==> src/rtl/ifm_rd_arb.sv <==
// ---------------------------------------------------------------------------
// ifm_rd_arb
//   Shares the single read port of the IFM SRAM between the two crdma
//   address streams (ID 0 and ID 1). Arbitration is round-robin but
//   packet-locked: the requester whose first beat wins keeps the port until
//   it presents its last beat. The SRAM address/enable are registered. A tag
//   pipe travels alongside each read and steers the returning data and its
//   first/last markers back to the requester that issued it.
//
// Ports
//   clk, rst                 clock, asynchronous active-high reset
//   req_addrN/firstN/lastN   requester N beat: address and packet markers
//   req_validN / req_readyN  requester N handshake. A beat transfers in
//                            every cycle where valid and ready are both
//                            high. ready depends combinationally on the
//                            valids and the lock state; the memory side
//                            never back-pressures, so a granted valid beat
//                            is always accepted.
//   mem_addr, mem_en         registered SRAM read address / read enable
//   mem_rdata                SRAM read data, RL cycles after mem_en
//   rd_data                  returned data (shared, equals mem_rdata)
//   rd_validN/firstN/lastN   return markers for requester N (no back-pressure)
//   proto_err                sticky: first beat missing in IDLE, or a first
//                            beat inside a locked packet
//   gnt_cntN                 saturating count of accepted beats per requester
// ---------------------------------------------------------------------------
module ifm_rd_arb #(
    parameter int AW = 14,
    parameter int DW = 8,
    parameter int DN = 8,
    parameter int RL = 1,
    parameter int CW = 16
) (
    input  logic                 clk,
    input  logic                 rst,
    input  logic [AW-1:0]        req_addr0,
    input  logic                 req_first0,
    input  logic                 req_last0,
    input  logic                 req_valid0,
    output logic                 req_ready0,
    input  logic [AW-1:0]        req_addr1,
    input  logic                 req_first1,
    input  logic                 req_last1,
    input  logic                 req_valid1,
    output logic                 req_ready1,
    output logic [AW-1:0]        mem_addr,
    output logic                 mem_en,
    input  logic [DN*DW-1:0]     mem_rdata,
    output logic [DN*DW-1:0]     rd_data,
    output logic                 rd_first0,
    output logic                 rd_last0,
    output logic                 rd_valid0,
    output logic                 rd_first1,
    output logic                 rd_last1,
    output logic                 rd_valid1,
    output logic                 proto_err,
    output logic [CW-1:0]        gnt_cnt0,
    output logic [CW-1:0]        gnt_cnt1
);

    typedef enum logic [1:0] {
        IDLE  = 2'd0,
        LOCK0 = 2'd1,
        LOCK1 = 2'd2
    } state_t;

    typedef struct packed {
        logic valid;
        logic id;
        logic first;
        logic last;
    } tag_t;

    state_t        state_q, state_d;
    logic          rr_last_q, rr_last_d;
    logic          proto_err_q, proto_err_d;

    logic          acc;
    logic          acc_id;
    logic          acc_first;
    logic          acc_last;
    logic [AW-1:0] acc_addr;

    logic          mem_en_q;
    logic [AW-1:0] mem_addr_q;
    logic          id_q, first_q, last_q;
    tag_t          tag_q [RL];
    tag_t          tag_out;
    logic [CW-1:0] cnt0_q, cnt1_q;

    // Grant / next-state logic
    always_comb begin
        req_ready0  = 1'b0;
        req_ready1  = 1'b0;
        state_d     = state_q;
        rr_last_d   = rr_last_q;
        proto_err_d = proto_err_q;

        unique case (state_q)
            // Tie goes to whoever was not served last.
            IDLE: begin
                req_ready0 = req_valid0 && (!req_valid1 || rr_last_q);
                req_ready1 = req_valid1 && (!req_valid0 || !rr_last_q);
            end
            LOCK0:   req_ready0 = req_valid0;
            LOCK1:   req_ready1 = req_valid1;
            default: ;
        endcase

        acc       = req_ready0 || req_ready1;
        acc_id    = req_ready1;
        acc_first = acc_id ? req_first1 : req_first0;
        acc_last  = acc_id ? req_last1  : req_last0;
        acc_addr  = acc_id ? req_addr1  : req_addr0;

        if (acc) begin
            rr_last_d = acc_id;
            if (state_q == IDLE) begin
                // A headless beat is still served, as a one-beat packet.
                if (!acc_first) proto_err_d = 1'b1;
                else if (!acc_last) state_d = acc_id ? LOCK1 : LOCK0;
            end else begin
                if (acc_first) proto_err_d = 1'b1;
                if (acc_last)  state_d = IDLE;
            end
        end
    end

    always_ff @(posedge clk or posedge rst) begin
        if (rst) begin
            state_q     <= IDLE;
            rr_last_q   <= 1'b1;
            proto_err_q <= 1'b0;
            mem_en_q    <= 1'b0;
            mem_addr_q  <= '0;
            id_q        <= 1'b0;
            first_q     <= 1'b0;
            last_q      <= 1'b0;
            cnt0_q      <= '0;
            cnt1_q      <= '0;
            for (int i = 0; i < RL; i++) tag_q[i] <= '0;
        end else begin
            state_q     <= state_d;
            rr_last_q   <= rr_last_d;
            proto_err_q <= proto_err_d;
            mem_en_q    <= acc;
            if (acc) begin
                mem_addr_q <= acc_addr;
                id_q       <= acc_id;
                first_q    <= acc_first;
                last_q     <= acc_last;
            end
            if (acc && !acc_id && cnt0_q != {CW{1'b1}}) cnt0_q <= cnt0_q + CW'(1);
            if (acc &&  acc_id && cnt1_q != {CW{1'b1}}) cnt1_q <= cnt1_q + CW'(1);
            // The tag enters the pipe as the read is issued (mem_en high), so
            // its tail lines up with mem_rdata RL cycles later.
            tag_q[0] <= '{valid: mem_en_q, id: id_q, first: first_q, last: last_q};
            for (int i = 1; i < RL; i++) tag_q[i] <= tag_q[i-1];
        end
    end

    assign tag_out   = tag_q[RL-1];

    assign mem_en    = mem_en_q;
    assign mem_addr  = mem_addr_q;
    assign rd_data   = mem_rdata;
    assign rd_valid0 = tag_out.valid && !tag_out.id;
    assign rd_first0 = rd_valid0 && tag_out.first;
    assign rd_last0  = rd_valid0 && tag_out.last;
    assign rd_valid1 = tag_out.valid && tag_out.id;
    assign rd_first1 = rd_valid1 && tag_out.first;
    assign rd_last1  = rd_valid1 && tag_out.last;
    assign proto_err = proto_err_q;
    assign gnt_cnt0  = cnt0_q;
    assign gnt_cnt1  = cnt1_q;

endmodule

==> config.mk <==
export PLATFORM = sky130hd
export DESIGN_NAME = ifm_rd_arb
export DESIGN_NICKNAME = d
export VERILOG_FILES = /design/src/rtl/ifm_rd_arb.sv
export SDC_FILE = /design/constraint.sdc
export NUM_CORES = 1
export LEC_CHECK = 0
export BUFFER_PORTS_ARGS = -buffer_cell sky130_fd_sc_hd__buf_2
export CORE_MARGIN = 2
export CORE_UTILIZATION = 42
export CTS_BUF_LIST = sky130_fd_sc_hd__clkbuf_16
export DETAILED_ROUTE_END_ITERATION = 8
export PLACE_DENSITY_LB_ADDON = 0.08
export REMOVE_ABC_BUFFERS = 1
export SYNTH_ARGS = -nofsm -noshare
export SYNTH_HDL_FRONTEND = slang
export SYNTH_SLANG_ARGS = --single-unit
==> constraint.sdc <==
create_clock -name clk -period 2.08 [get_ports clk]
set_clock_uncertainty 0.05 [all_clocks]
set_input_delay 0.104 -clock clk [delete_from_list [all_inputs] [get_ports clk]]
set_output_delay 0.104 -clock clk [all_outputs]
set_load 0.01 [all_outputs]
After elaboration in Yosys (flattened, before gate mapping)
Cells that the tools add are included.
{ "totals": {"elab_cells": 61, "input_bits": 100, "output_inout_bits": 120, "register_bits": 58} }
{ "classes": {"n_addsub": 2, "eq_ne": 7, "n_reduce_logical": 25, "n_mux": 13} }
{ "op_table": {"columns": ["op", "n"], "rows": [
  ["$add A16 B1 Y16 const B", 2],
  ["$ne A16 B16 Y1 const B", 2],
  ["$mux W14", 1],
  ["$logic_and A1 B1 Y1", 12],
  ["$mux W2", 5],
  ["$ne A2 B2 Y1 const B", 3],
  ["$logic_not A1 Y1", 5],
  ["$mux W1", 5],
  ["$pmux W1 S2", 2],
  ["$reduce_and A4 Y1", 1],
  ["$reduce_bool A2 Y1", 2],
  ["$logic_or A1 B1 Y1", 3],
  ["$reduce_and A3 Y1", 1],
  ["$eq A2 B1 Y1 const B", 1],
  ["$eq A2 B2 Y1 const B", 1],
  ["$logic_not A2 Y1", 1]
]} }

Depth between registers and ports, before layout
Gate-level depths: netlist of run 1.
{ "logic_depth": {"ltp_word": 8, "mapped_depth": 8, "mapped_depth_nobuf": 7} }

Worst setup path before layout of run 1
OpenSTA, ideal clock, no wires.
{ "synth_path": {"path_type": "register -> register", "from": "reg state_q[0]", "to": "reg state_q[1]", "setup_time_ns": 0.095, "t_arrival_ns": 1.756, "stages_incl_launch_ff": 9, "period_less_slack_ns": 1.902, "path_buffers": 1, "path_slack_ns": 0.178, "required_ns": 1.935, "cell_sequence": "dfrtp_1 -> nand2b_2 -> or2_1 -> buf_6 -> mux2i_1 -> ha_1 -> a21oi_1 -> a21oi_1 -> o31ai_1"} }
{ "synth_via": {"elab_chain_cells": 6, "word_cells_on_any_way": 16, "classes_between": "eq/ne: 4; mux: 8; reduce/logical: 4"} }
{ "synth_lines": {"columns": ["element", "line", "text"], "rows": [
  ["from (decl)", "74", "state_t state_q, state_d;"],
  ["from (signal assigned)", "143", "state_q <= state_d;"],
  ["$eq A2 B2 Y1 / $logic_not A2 Y1 (equally long branches)", "99, 118", null],
  ["$pmux W1 S2", "99", "unique case (state_q)"],
  ["$mux W2 (2 in a row)", "121", "else if (!acc_last) state_d = acc_id ? LOCK1 : LOCK0;"],
  ["$mux W2", "120", "if (!acc_first) proto_err_d = 1'b1;"],
  ["$mux W2", "118", "if (state_q == IDLE) begin"]
]} }
Several ways; a longest one is shown, not always the timed one. The select of a mux whose other input is x is not followed.
A chain may end at the register's enable or synchronous reset.

Worst setup path after layout of run 1
{ "layout_path": {"from": "reg state_q[0]", "to": "out req_ready1"} }
{ "layout_via": {"elab_chain_cells": 2, "word_cells_on_any_way": 3, "classes_between": "eq/ne: 1; mux: 1; reduce/logical: 1"} }
{ "layout_lines": {"columns": ["element", "line", "text"], "rows": [
  ["$eq A2 B2 Y1 / $logic_not A2 Y1 (equally long branches)", "99", null],
  ["$pmux W1 S2 (*)", "99", null],
  ["to (decl)", "45", "output logic req_ready1,"]
]} }
Every way passes the cells marked *; elsewhere a longest branch is shown, timed or not.

==> results of run 1 <==
==> flip-flops by register name, summed over array words and instances, names as in the netlist <==
register / cells
rr_last_q: 1
gnt_cnt0: 16
proto_err: 1
gnt_cnt1: 16
id_q: 1
first_q: 1
mem_en: 1
mem_addr: 14
last_q: 1
tag_out: 4
state_q: 2
==> worst min path at each step <==
stage                     startpoint           end  slack (ns)  depth (start not counted)
final                     req_first1       first_q        0.11                          3
after global routing      req_first1       first_q        0.14                          3
after CTS                 req_first1       first_q        0.11                          3
after detailed placement         rst   mem_addr[4]        0.16                          2
after global placement           rst  mem_addr[10]        0.16                          2
after floorplan            req_last0    state_q[0]        0.14                          1
==> layout by cell type (no fill, tap or decap), types with 10 or more instances in the layout <==
| master | instances |
|---|---|
| buf_2 | 91 |
| dfrtp_1 | 57 |
| dlygate4sd3_1 | 31 |
| xnor2_1 | 23 |
| inv_1 | 20 |
| nand4_1 | 15 |
| a222oi_1 | 14 |
| and3_1 | 13 |
| buf_4 | 13 |
| and2_1 | 10 |
==> final cells by class <==
class                   instances  area [um^2]  area share [%]
clock buffers                   9          225            5.72
clock inverters                 7         28.8           0.730
inverters                      20         77.6            1.97
multi-input cells             157         1150            29.2
flip-flops and latches         58         1450            36.9
well taps                      99          124            3.14
repair buffers                136          883            22.4
==> power by group through the flow <==
| stage | registers [W] | logic (W) | clock network (W) |
|---|---|---|---|
| floorplan | 0.00186 | 0.000739 | 0 |
| global placement | 0.00178 | 0.00148 | 0 |
| detailed placement | 0.00177 | 0.00150 | 0 |
| CTS | 0.00176 | 0.00155 | 0.00128 |
| global route | 0.00182 | 0.00172 | 0.00134 |
| finish | 0.00177 | 0.00157 | 0.00125 |
==> cell families (layout without fill, tap and decap cells) <==
logic type / Yosys count / count (layout) / share of synthesized area (%)
AO/OA/AOI/OAI: 46 / 46 / 10.9
buffers and inverters: 94 / 172 / 19.4
multiplexers: 7 / 7 / 2.37
XOR/XNOR: 23 / 23 / 6.25
AND/OR/NAND/NOR: 78 / 78 / 14.8
flip-flops: 58 / 58 / 45.1
adder cells (fa/ha/maj): 3 / 3 / 1.17
==> tightest hold or removal path, stage by stage <==
cell and delay (ns):
buf_2 0.08, mux2i_1 0.08, a21oi_1 0.16
==> timing repair <==
action,CTS,global route
hold buffers,31,0
resized for setup,0,2
hold endpoints to repair,42,0
setup endpoints to repair,0,6
==> per-stage QoR <==
step                TNS, ns  hold slack, ns  worst slack [ns]  cell area (um^2)
global placement          0           0.156             0.148              3370
CTS                       0           0.111            0.0459              3930
detailed placement        0           0.158            0.0766              3370
floorplan            -0.223           0.140            -0.181              2670
global route              0           0.138            0.0160              3940
finish                    0           0.109             0.100              3940
==> routing by layer <==
metal	part of all wire (%)	wire, um	vias to the layer above	global-route usage, %
met5	0	0	-	3.21
met4	2.2	272	0	10.2
met3	24	3000	14	31.6
met2	41	5130	227	41.8
met1	32	3970	1220	30.0
li1	-	-	1186	-
==> impl_metrics.py, run 1 <==
metrics = {
    "pwr": {
        "p_switching_w": 0.00160,
        "switching_share_pct": 34.8,
        "power_w": 0.00459,
        "leakagePower_nw": 1.97,
        "combinationalPowerShare_pct": 34.3,
        "internal-power_w": 0.00299,
        "power_density_nw_per_um2": 1160,
        "clockPowerShare_pct": 27.2,
        "vdd_drop_max_v": 0.000602,
        "p_seq_share_pct": 38.5,
    },
    "die": {
        "die_w_um": 91.6,
        "io_pins": 220,
        "chipHeight_um": 91.6,
        "core_um2": 7330,
        "die_area_um2": 8380,
        "start_util_pct": 43.9,
        "rows": 31,
    },
    "synthesis": {
        "synth_seq_area_share_pct": 45.1,
        "synth_edf_count": 0,
        "netlist_area_um2": 3220,
        "synth.most_common_cell": "buf_4",
        "synth_area_per_cell_um2": 10.4,
        "synth.area.top_cells": "dfrtp_1 44%, buf_4 15%, xnor2_1 6.3%, a222oi_1 4.4%, nand4_1 2.9%",
        "synth_cells": 309,
        "ys_seq_elements": 58,
        "yosys-top-cells-count": "65 x buf_4, 57 x dfrtp_1, 23 x xnor2_1",
        "async_flop_share_pct": 100,
        "ys.flop_type": "dfrtp_1",
        "synth_cell_type_count": 45,
        "synth_top_area_cell": "dfrtp_1",
        "synth_warnings": 0,
        "synth_top_cell_area_share_pct": 44.3,
    },
    "cts": {
        "htree_levels": 3,
        "clk_pin_slew_worst_paths_ns": 0.05,
        "postCtsSetupRepairBufs": 0,
        "clkLatencyLatePin_ns": 0.32,
        "cts_tree": "built",
        "clock_path_buffers": 2,
        "root_buffer": "clkbuf_16",
        "cts_buffers": 9,
        "cts.sinks": 58,
    },
    "cells_and_area": {
        "finalNonFillerCells": 486,
        "nFillCells": 667,
        "syn_to_final_growth_pct": 22.3,
        "postLayoutCoreUtil_pct": 53.7,
        "nets": 485,
        "antenna_cells": 0,
        "drive_gt1_share_pct": 33.3,
    },
    "run_status": {
        "outcome": "complete, no violations",
    },
    "worst_setup_path": {
        "cp-start-kind": "flop",
        "r2r_end": "state_q[1]",
        "cp.required_ns": 1.93,
        "cp_top_family": "simple AND/OR/NAND/NOR gates",
        "slowest_delay_ns": 0.42,
        "reg2reg_depth": 7,
        "ff2ff_setup_slack_ns": 0.13,
        "timing.critical_path.buf_inv": 3,
        "crit_fanout": 22,
        "path_depth": 5,
        "cp_cell_sequence": "nand2b_2 > or2_4 > buf_4 > inv_4 > buf_2",
        "cp-end-kind": "primary output",
        "setup.worst_path.end": "req_ready1",
        "critPathKind": "flop to primary output",
        "crit_slowest_cell": "dfrtp_1",
        "crit_path_start": "state_q[0]",
        "r2r_start": "state_q[0]",
        "cp.arrival_ns": 1.83,
    },
    "timing": {
        "max_slew.worst_pin.slew_ns": 0.671,
        "grt_setup_unrepaired": "no",
        "max_freq_mhz": 505,
        "period_needed_ns": 1.98,
        "timing.final.crit_share_pct": 95.2,
        "slew_headroom_pct": 55.2,
        "slew_violations": 0,
        "final_hold_viol_count": 0,
        "setup_viol": 0,
    },
    "grt": {
        "grt-ovfl-total": 0,
        "grt_max_degree": 33,
        "grt_pass1_wl_um": 17800,
        "antenna_found_initial": 0,
        "grt_pass1_vias": 2551,
        "grt.total_usage_pct": 30.2,
    },
    "run": {
        "cap_violations": 0,
    },
    "placement": {
        "dp_cells": 439,
        "portBuffers": 91,
        "hpwl_um": 9640,
        "place.gp.congestion": 0.991,
    },
    "detailed_routing": {
        "viasPerCell": 5.45,
        "drt_iter0_drc": 213,
        "dr.pass1.iters": 5,
        "num_vias": 2647,
        "wirelength_um": 12400,
        "wl_per_cell_um": 25.4,
        "route.detailed.drc": 0,
        "antenna_left": 0,
    },
    "worst_hold_path": {
        "hold_class": "primary input to flop",
    },
}
No activity file was read; power rests on OpenSTA's default activity.
==> inputs of run 2 (changes only) <==
--- a/config.mk
+++ b/config.mk
@@ -7,6 +7,8 @@
 export LEC_CHECK = 0
 export BUFFER_PORTS_ARGS = -buffer_cell sky130_fd_sc_hd__buf_2
+export CELL_PAD_IN_SITES_DETAIL_PLACEMENT = 0
+export CELL_PAD_IN_SITES_GLOBAL_PLACEMENT = 2
 export CORE_MARGIN = 2
-export CORE_UTILIZATION = 42
+export CORE_UTILIZATION = 23
 export CTS_BUF_LIST = sky130_fd_sc_hd__clkbuf_16
 export DETAILED_ROUTE_END_ITERATION = 8
--- a/constraint.sdc
+++ b/constraint.sdc
@@ -3,3 +3,3 @@
 set_input_delay 0.104 -clock clk [delete_from_list [all_inputs] [get_ports clk]]
 set_output_delay 0.104 -clock clk [all_outputs]
-set_load 0.01 [all_outputs]
+set_load 0.05 [all_outputs]
==> impl_metrics.py, run 2 (synthesis gave the netlist of run 1 again) <==
metrics = {
    "run_status": {
        "outcome": "complete, no violations",
    },
    "detailed_routing": {
        "route.detailed.drc": 0,
        "wl_per_cell_um": 23.0,
        "dr.pass1.iters": 7,
        "drt_iter0_drc": 199,
        "antenna_left": 0,
        "viasPerCell": 4.66,
        "wirelength_um": 13100,
        "num_vias": 2659,
    },
    "timing": {
        "setup_viol": 0,
        "holdWs_ns": 0.0753,
        "grt_setup_unrepaired": "no",
        "final_hold_viol_count": 0,
        "max_slew.worst_pin.slew_ns": 0.527,
        "timing.final.crit_share_pct": 94.4,
        "period_needed_ns": 1.96,
        "max_freq_mhz": 509,
        "slew_headroom_pct": 64.8,
        "slew_violations": 0,
    },
    "die": {
        "start_util_pct": 23.4,
        "die_w_um": 122,
        "die_area_um2": 15000,
        "chipHeight_um": 122,
        "io_pins": 220,
        "rows": 43,
        "core_um2": 13800,
    },
    "worst_setup_path": {
        "crit_slowest_cell": "dfrtp_1",
        "timing.critical_path.buf_inv": 2,
        "cp.required_ns": 1.93,
        "crit_fanout": 18,
        "cp-start-kind": "flop",
        "cp.arrival_ns": 1.81,
        "cp_top_family": "buffers and inverters",
        "slowest_delay_ns": 0.42,
        "cp-end-kind": "primary output",
        "critPathKind": "flop to primary output",
        "cp_cell_sequence": "nand2b_1 > nor2_1 > buf_4 > clkbuf_4",
    },
    "cts": {
        "clkLatencyLatePin_ns": 0.33,
        "cts.sinks": 58,
        "cts_tree": "built",
        "htree_levels": 3,
        "cts_buffers": 9,
        "clock_path_buffers": 2,
        "clk_pin_slew_worst_paths_ns": 0.05,
        "root_buffer": "clkbuf_16",
        "postCtsSetupRepairBufs": 0,
    },
    "pwr": {
        "switching_share_pct": 46.7,
        "p_switching_w": 0.00264,
        "p_seq_share_pct": 31.3,
        "internal-power_w": 0.00301,
        "leakagePower_nw": 1.98,
        "power_density_nw_per_um2": 1400,
        "clockPowerShare_pct": 23.1,
        "combinationalPowerShare_pct": 45.6,
        "vdd_drop_max_v": 0.000686,
    },
    "grt": {
        "antenna_found_initial": 0,
        "grt_max_degree": 23,
        "grt.total_usage_pct": 18.3,
        "grt-ovfl-total": 0,
        "grt_pass1_vias": 2685,
        "grt_pass1_wl_um": 19100,
    },
    "placement": {
        "place.gp.congestion": 0.708,
        "hpwl_um": 9550,
        "portBuffers": 91,
    },
    "cells_and_area": {
        "final_common_cell": "buf_2",
        "nets": 488,
        "layout_common_cells": "90 x buf_2, 57 x dfrtp_1, 31 x dlygate4sd3_1",
        "syn_to_final_growth_pct": 25.8,
        "antenna_cells": 0,
        "drive_gt1_share_pct": 33.6,
        "postLayoutCoreUtil_pct": 29.4,
    },
    "worst_hold_path": {
        "hold_class": "primary input to flop",
    },
    "run": {
        "cap_violations": 0,
    },
}
-- run 2: cell count changes in the layout (fill, tap and decap cells not counted) --
cell	change
or2_1	+1
buf_2	-1
buf_12	-1
or2_4	-1
buf_4	+4
clkbuf_4	+1
-- run 2: repair_timing --
| item | in CTS | in global routing |
|---|---|---|
| endpoints found under the setup margin | 0 | 2 |
| hold endpoints to repair | 35 | 0 |
| hold buffers | 31 | 0 |
| gates resized for setup | 0 | 2 |
-- run 2: power by group through the flow --
stage,Combinational (W),Sequential [W],Clock [W]
6_report,0.00258,0.00177,0.00130
5_1_grt,0.00279,0.00184,0.00141
3_5_place_dp,0.00255,0.00178,0
3_3_place_gp,0.00256,0.00179,0
2_1_floorplan,0.000915,0.00263,0
4_1_cts,0.00260,0.00178,0.00136
-- run 2: per-stage QoR --
step / instances / area, um^2 / worst slack (ns) / TNS (ns) / power, W
finish: 570 / 4050 / 0.116 / 0 / 0.00565
floorplan: 235 / 2670 / -0.776 / -8.08 / 0.00355
detailed placement: 523 / 3480 / 0.150 / 0 / 0.00433
global placement: 523 / 3480 / 0.207 / 0 / 0.00435
CTS: 570 / 4050 / 0.0559 / 0 / 0.00574
global route: 570 / 4050 / 0.00305 / 0 / 0.00603
-- run 2: cell type report --
cell class | count | area (um^2)
timing repair buffer | 139 | 896
tap | 180 | 225
sequential | 58 | 1450
fill | 1495 | 9720
inverter | 20 | 77.6
multi-input combinational | 157 | 1150
clock buffer | 9 | 225
clock inverter | 7 | 28.8
-- run 2: final timing paths --
| kind | from | end | slack, ns | depth (start not counted) |
|---|---|---|---|---|
| max | state_q[1] | req_ready0 | 0.12 | 4 |
| min | req_first1 | first_q | 0.08 | 3 |
| max reg2reg | state_q[1] | state_q[1] | 0.18 | 7 |
| min reg2reg | mem_en | tag_out[3] | 0.32 | 0 |
| max in group asynchronous | rst | proto_err | 1.00 | 4 |
| min in group asynchronous | rst | mem_addr[12] | 0.31 | 3 |
-- run 2: metal layers --
metal / vias to the layer above / track usage (%) / routed length, um
met5: - / 9.72 / 153
met4: 6 / 6.90 / 240
met3: 23 / 15.9 / 2450
met2: 203 / 19.6 / 4400
met1: 1233 / 23.9 / 5890
li1: 1194 / - / -
-- run 2: worst reg2reg max path: stages (launching register included) --
cell and delay (ns):
dfrtp_1 0.41, and3b_1 0.21, or2_1 0.28, mux2i_1 0.17, ha_1 0.24, a21oi_2 0.15
a21oi_1 0.08, o31ai_1 0.21
==> inputs of run 3 (changes only) <==
Settings changed: PLACE_DENSITY_LB_ADDON 0.08 to 0.1.
==> impl_metrics.py, run 3 (synthesis gave the netlist of run 1 again) <==
metrics = {
    "run_status": {
        "outcome": "complete, no violations",
    },
    "cts": {
        "clkLatencyLatePin_ns": 0.33,
        "cts.sinks": 58,
        "clk_pin_slew_worst_paths_ns": 0.05,
        "root_buffer": "clkbuf_16",
        "cts_buffers": 9,
        "clock_path_buffers": 2,
        "htree_levels": 3,
        "cts_tree": "built",
    },
    "detailed_routing": {
        "wl_per_cell_um": 23.4,
        "dr.pass1.iters": 4,
        "num_vias": 2725,
        "antenna_left": 0,
        "route.detailed.drc": 0,
        "drt_iter0_drc": 154,
        "wirelength_um": 13300,
        "viasPerCell": 4.80,
    },
    "pwr": {
        "clockPowerShare_pct": 22.5,
        "combinationalPowerShare_pct": 45.9,
        "vdd_drop_max_v": 0.000812,
        "p_seq_share_pct": 31.6,
        "p_switching_w": 0.00263,
        "internal-power_w": 0.00303,
        "power_w": 0.00566,
        "switching_share_pct": 46.5,
        "leakagePower_nw": 1.98,
        "power_density_nw_per_um2": 1390,
    },
    "die": {
        "chipHeight_um": 122,
        "die_area_um2": 15000,
        "die_w_um": 122,
        "rows": 43,
        "start_util_pct": 23.4,
        "core_um2": 13800,
        "io_pins": 220,
    },
    "timing": {
        "timing.final.crit_share_pct": 95.6,
        "period_needed_ns": 1.99,
        "final_hold_viol_count": 0,
        "max_slew.worst_pin.slew_ns": 0.647,
        "slew_violations": 0,
        "setup_viol": 0,
        "slew_headroom_pct": 56.9,
        "final.setup.tns_ns": 0,
        "max_freq_mhz": 503,
    },
    "run": {
        "cap_violations": 0,
    },
    "grt": {
        "grt_pass1_vias": 2636,
        "grt_pass1_wl_um": 18800,
        "antenna_found_initial": 0,
        "grt-ovfl-total": 0,
        "grt_max_degree": 36,
        "grt.total_usage_pct": 18.0,
    },
    "worst_setup_path": {
        "cp-end-kind": "primary output",
        "cp-start-kind": "flop",
        "critPathKind": "flop to primary output",
        "cp.arrival_ns": 1.83,
        "crit_fanout": 22,
        "cp.required_ns": 1.93,
    },
    "cells_and_area": {
        "nets": 486,
        "syn_to_final_growth_pct": 26.2,
        "layout_common_cells": "90 x buf_2, 57 x dfrtp_1, 31 x dlygate4sd3_1",
        "stdcell_area_um2": 4060,
        "finalNonFillerCells": 568,
        "drive_gt1_share_pct": 33.2,
        "nFillCells": 1506,
        "final_common_cell": "buf_2",
        "antenna_cells": 0,
    },
    "placement": {
        "portBuffers": 91,
        "dp_cells": 521,
        "hpwl_um": 9520,
        "place_area_um2": 3490,
        "place.gp.congestion": 0.704,
    },
    "worst_hold_path": {
        "hold_class": "primary input to flop",
    },
}
-- run 3: changes by cell type in the layout (fill, tap and decap cells not counted) --
cell / change
inv_6: +1
buf_12: +2
clkbuf_4: -1
inv_4: -1
buf_4: -3
-- run 3: worst paths after layout --
check / startpoint / end / slack, ns / depth (start not counted)
setup / recovery: state_q[0] / req_ready1 / 0.09 / 5
hold reg to reg: mem_en / tag_out[3] / 0.32 / 0
hold / removal: req_first0 / first_q / 0.08 / 3
setup reg to reg: state_q[0] / state_q[1] / 0.16 / 7
min in group asynchronous: rst / state_q[0] / 0.35 / 3
max in group asynchronous: rst / gnt_cnt0[9] / 1.03 / 4
-- run 3: repair_timing --
action,CTS,global route
resized for setup,1,2
hold buffers,31,0
endpoints found under the hold margin,38,0
endpoints found under the setup margin,1,2
buffers inserted,0,0
pin swaps,0,0
-- run 3: area by class of cell --
class	instances	area [um^2]	area share (%)
flip-flops and latches	58	1450	35.7
clock buffers	9	225	5.54
repair buffers	137	906	22.3
multi-input cells	157	1150	28.2
clock inverters	7	28.8	0.708
inverters	20	80.1	1.97
well taps	180	225	5.54
-- run 3: per-layer routing --
| layer | track usage, % | part of all wire (%) | routed length (um) |
|---|---|---|---|
| met5 | 12.5 | 1.6 | 216 |
| met4 | 6.25 | 1.6 | 218 |
| met3 | 15.3 | 18 | 2370 |
| met2 | 19.7 | 34 | 4560 |
| met1 | 23.3 | 45 | 5900 |
-- run 3: stage by stage --
step                      setup WS (ns)  util [%]  hold WS, ns
after floorplan                  -0.776         -        0.140
after global placement            0.148      25.3        0.149
after detailed placement          0.128      25.3        0.159
after CTS                        0.0152      29.5       0.0765
after global routing          -0.000260      29.5        0.111
final                            0.0911      29.5       0.0839
-- run 3: critical path, cell delays in order (launching register included) --
cell	delay, ns
dfrtp_1	0.36
nand2b_2	0.23
or2_1	0.33
buf_4	0.19
inv_6	0.15
buf_4	0.23
-- run 3: power by group through the flow --
stage | combinational, W | clock [W] | sequential [W]
final | 0.00260 | 0.00128 | 0.00179
after global routing | 0.00278 | 0.00138 | 0.00185
after CTS | 0.00262 | 0.00134 | 0.00179
after detailed placement | 0.00257 | 0 | 0.00179
after global placement | 0.00258 | 0 | 0.00181
after floorplan | 0.000915 | 0 | 0.00263
